`config.mk`:
```
export PLATFORM = sky130hd
export DESIGN_NAME = imm_ext_unit
export DESIGN_NICKNAME = d
export VERILOG_FILES = /design/src/rtl/imm_ext_unit.sv
export SDC_FILE = /design/constraint.sdc
export NUM_CORES = 1
export LEC_CHECK = 0
export BUFFER_PORTS_ARGS = -buffer_cell sky130_fd_sc_hd__clkbuf_2
export CORE_MARGIN = 2
export CORE_UTILIZATION = 35
export DETAILED_ROUTE_END_ITERATION = 8
export GPL_TIMING_DRIVEN = 0
export HOLD_SLACK_MARGIN = 0.05
export MAX_ROUTING_LAYER = met4
export PLACE_DENSITY = 0.58
export RECOVER_POWER = 50
export SETUP_SLACK_MARGIN = 0.2
export SLEW_MARGIN = 20
export SYNTH_ARGS = -nofsm -noshare
export SYNTH_HDL_FRONTEND = slang
export SYNTH_SLANG_ARGS = --single-unit
```
`constraint.sdc`:
```
create_clock -name clk -period 7.4 [get_ports clk]
set_clock_uncertainty 0.1 [all_clocks]
set_input_delay 0.74 -clock clk [delete_from_list [all_inputs] [get_ports clk]]
set_output_delay 0.74 -clock clk [all_outputs]
set_load 0.1 [all_outputs]
```
`src/rtl/imm_ext_unit.sv`:
```
// Registered immediate sign-extension unit: two independent extension paths,
// negation and a self-check sum, all captured with one cycle of latency.
module imm_ext_unit #(
  parameter int IMM_W = 12,
  parameter int XLEN  = 32
) (
  input  logic             clk,
  input  logic             rst,
  input  logic             in_valid,
  input  logic [IMM_W-1:0] imm,
  output logic             out_valid,
  output logic [XLEN-1:0]  ext_imm,
  output logic [XLEN-1:0]  ext_imm2,
  output logic [XLEN-1:0]  minus_ext_imm,
  output logic [XLEN-1:0]  zero,
  output logic             ext_mismatch,
  output logic             zero_err
);

  logic [XLEN-1:0]         ext_a_next;
  logic [XLEN-1:0]         ext_b_next;
  logic [XLEN-1:0]         minus_next;
  logic [XLEN-1:0]         zero_next;
  logic                    mismatch_next;
  logic                    zero_err_next;
  logic signed [IMM_W-1:0] imm_signed;

  // Path A: explicit bit replication of the sign bit into the upper field.
  assign ext_a_next[IMM_W-1:0] = imm;
  generate
    for (genvar gi = IMM_W; gi < XLEN; gi++) begin : g_sign_rep
      assign ext_a_next[gi] = imm[IMM_W-1];
    end
  endgenerate

  // Path B: arithmetic widening of a signed-typed copy, kept structurally
  // separate from path A so the two can cross-check each other.
  assign imm_signed = $signed(imm);
  assign ext_b_next = XLEN'(imm_signed);

  assign minus_next    = ~ext_a_next + XLEN'(1);
  assign zero_next     = ext_a_next + minus_next;
  assign mismatch_next = (ext_a_next != ext_b_next);
  assign zero_err_next = (zero_next != '0);

  always_ff @(posedge clk) begin
    if (rst) begin
      out_valid     <= 1'b0;
      ext_imm       <= '0;
      ext_imm2      <= '0;
      minus_ext_imm <= '0;
      zero          <= '0;
      ext_mismatch  <= 1'b0;
      zero_err      <= 1'b0;
    end else begin
      out_valid <= in_valid;
      if (in_valid) begin
        ext_imm       <= ext_a_next;
        ext_imm2      <= ext_b_next;
        minus_ext_imm <= minus_next;
        zero          <= zero_next;
        ext_mismatch  <= mismatch_next;
        zero_err      <= zero_err_next;
      end
    end
  end

endmodule

```
==> metrics.cfg <==
[layout]
syn_to_final_growth_pct = 21.6
fin_cells = 1046
drive_above_1_share_pct = 17.8
final_area_mm2 = 0.00668
fin_util_pct = 43.8
nets = 880
diodes = 0

[worst_setup_path]
worstRegToRegCells = 2
reg2reg_to = ext_imm2[11]
reg2reg_slack_ns = 6.22
crit_required_ns = 7.54
crit_start = imm[11]
start_kind = primary input
crit_end = zero_err
crit_type = in -> reg
crit_fanout = 17
cp_data_arrival_time_ns = 5.75
timing.rr.start = ext_imm2[11]
critPathCaptureType = register

[clock_network]
cts_htree_levels = 3
cts.sinks = 74
cts_tree = yes
cts-buffers-inserted = 9
post_cts_resized = 0
clk_pin_slew_ns = 0.06
cts_root_buffer = clkbuf_16
cts_buffer_depth = 2
post_cts_buffers = 0
hold_buffers = 0
clock_latency_ns = 0.34

[routing]
first_pass_iters = 5
via_per_inst = 4.94
drtAntennaViolNets = 0
wl_um = 16400
detail_route.wl_per_cell_um = 15.6
drc = 0
vias = 5165
drt-initial-drc-count = 364

[timing]
hold-worst-slack_ns = 0.376
setup_viol = 0
hold_violations = 0
fin_crit_ns = 5.62
tns_ns = 0
period_share_pct = 75.9
setup_ws_ns = 1.78
drv_slew = 0
fmax_mhz = 178
rsz0062_at_grt = no
relSlewSlack_pct = 19.3
worst_slew_pin_slew_ns = 1.22

[worst_hold_path]
min_path_type = reg -> reg

[synth]
synth-edff-count = 0
avgSynthCellArea_um2 = 8.12
synthDominantCellAreaShare_pct = 27.0
ys_warn_count = 0
synth_commonest_cells = nor2_1 (95), dfxtp_1 (74), buf_4 (58), mux2i_1 (44), nand2_1 (40)
synth.distinct_cells = 65
yosysSeqAreaShare_pct = 27.0
ys.flop_type = dfxtp_1
synth.ff_latch_count = 74
syn_inst = 677
syn_area_mm2 = 0.00549
yosysTopAreaCell = dfxtp_1
synthMostInstantiatedCell = nor2_1
async_flop_share_pct = 0
synth_area_leaders = dfxtp_1 (27%), mux2i_1 (8.0%), ha_1 (8.0%), buf_4 (7.9%), nor2_1 (6.5%)

[placement]
pre_cts_ws_ns = 1.46
dpl_cell_area_mm2 = 0.00647
dp_cells = 1030
place_hpwl_um = 12600
gp_congestion = 0.941
io_buffers = 141

[global_route]
grt_pass1_wl_um = 25200
overflow = 0
grt_usage_pct = 20.1
antenna_found_initial = 0
grt_start_max_net_pins = 44
grt_pass1_vias = 4514

[die]
initial_utilization_pct = 36.0
fp.dieH_um = 129
die_w_um = 129
rows = 45
die_area_mm2 = 0.0167
fp.coreArea_mm2 = 0.0153
ios = 146

[power]
intPower_mw = 0.857
switching_share_pct = 44.6
power_density_mw_per_mm2 = 232
vdd_drop_max_mv = 0.106
total_power_mw = 1.55
p_leak_nw = 3.07
seqPwrFrac_pct = 29.0
p_clk_share_pct = 31.8
pwr-share-comb_pct = 39.2
p_sw_mw = 0.691

[run]
drv_cap = 0

[status]
outcome = finished clean

==> metal layers <==
metal	vias up	global-route usage [%]	share of wire, %
li1	2607	-	-
met1	2339	29.1	51
met2	208	28.1	41
met3	11	4.50	7.6
met4	0	4.99	1.1
met5	-	-	0
==> cell type report <==
type / instances / area [um2]
flip-flops and latches: 74 / 1480
clock buffers: 12 / 256
repair buffers: 141 / 597
multi-input cells: 479 / 3310
clock inverters: 4 / 73.8
well taps: 211 / 264
fillers: 1646 / 8580
inverters: 25 / 93.8
plain buffers: 100 / 603
==> placed cells by master (no fill, tap or decap), types with 3 or more instances in the layout <==
master	Yosys	final
a21oi_1	20	20
nand3_1	11	11
a31oi_1	4	4
xor2_1	17	17
o211ai_1	3	3
nor3_1	10	10
a21o_1	6	6
o21ai_0	13	13
and2_1	5	5
clkbuf_1	28	118
o22ai_1	9	9
xnor2_1	39	39
nand2_1	40	40
and4_1	3	3
dfxtp_1	74	73
nor3b_1	5	5
and3_1	6	6
or3_1	12	12
inv_1	25	25
nand2b_1	6	6
buf_4	58	58
a211oi_1	31	31
nor4b_1	3	3
clkbuf_2	0	54
or4_1	7	7
mux2i_1	44	44
or2_2	6	6
buf_1	10	9
nor2_1	95	95
clkbuf_16	0	9
nor4_1	4	4
o21a_1	3	3
ha_1	35	35
==> flip-flops by register name (all words and copies together), names as in the netlist <==
| name | flops |
|---|---|
| out_valid | 1 |
| zero | 31 |
| ext_imm2 | 12 |
| minus_ext_imm | 29 |
| zero_err | 1 |
==> cell families (layout without fill, tap and decap cells) <==
family / after synthesis / in the layout / share of synthesized area, %
other: 1 / 2 / 0.0683
AOI/OAI and AO/OA: 115 / 115 / 14.5
muxes: 47 / 47 / 8.70
adders and majority gates: 35 / 35 / 7.97
and+or+nand+nor: 224 / 224 / 20.0
buffers and inverters: 125 / 282 / 12.8
DFF: 74 / 74 / 27.0
xor gates and xnor gates: 56 / 56 / 8.93
==> power by group through the flow <==
stage                     logic [mW]  registers [mW]  clock network, mW
after global routing           0.636           0.453              0.515
after global placement         0.616           0.457                  0
final                          0.607           0.449              0.492
after CTS                      0.616           0.450              0.501
after floorplan                0.302           0.672                  0
after detailed placement       0.614           0.458                  0
==> worst min-delay path by stage <==
| stage | startpoint | end | slack (ns) | cells past startpoint |
|---|---|---|---|---|
| 2_1_floorplan | imm[10] | ext_imm2[10] | 0.79 | 2 |
| 3_3_place_gp | zero[28] | zero[28] | 0.36 | 2 |
| 3_5_place_dp | minus_ext_imm[14] | minus_ext_imm[14] | 0.37 | 2 |
| 4_1_cts | minus_ext_imm[14] | minus_ext_imm[14] | 0.38 | 2 |
| 5_1_grt | minus_ext_imm[14] | minus_ext_imm[14] | 0.40 | 2 |
| 6_report | minus_ext_imm[20] | minus_ext_imm[20] | 0.38 | 2 |
==> critical path: stages <==
cell,delay [ns]
clkbuf_2,0.29
or4_1,0.70
or4_1,0.59
buf_2,0.23
ha_1,0.33
clkbuf_1,0.44
nand3_1,0.16
nand2_1,0.25
o21ai_0,0.14
o221a_2,0.32
o31a_1,0.14
xnor2_1,0.17
nand2b_1,0.16
nor4b_1,0.36
and4_1,0.32
o2111ai_1,0.14
o31a_1,0.25
No activity file was read; power rests on OpenSTA's default activity.
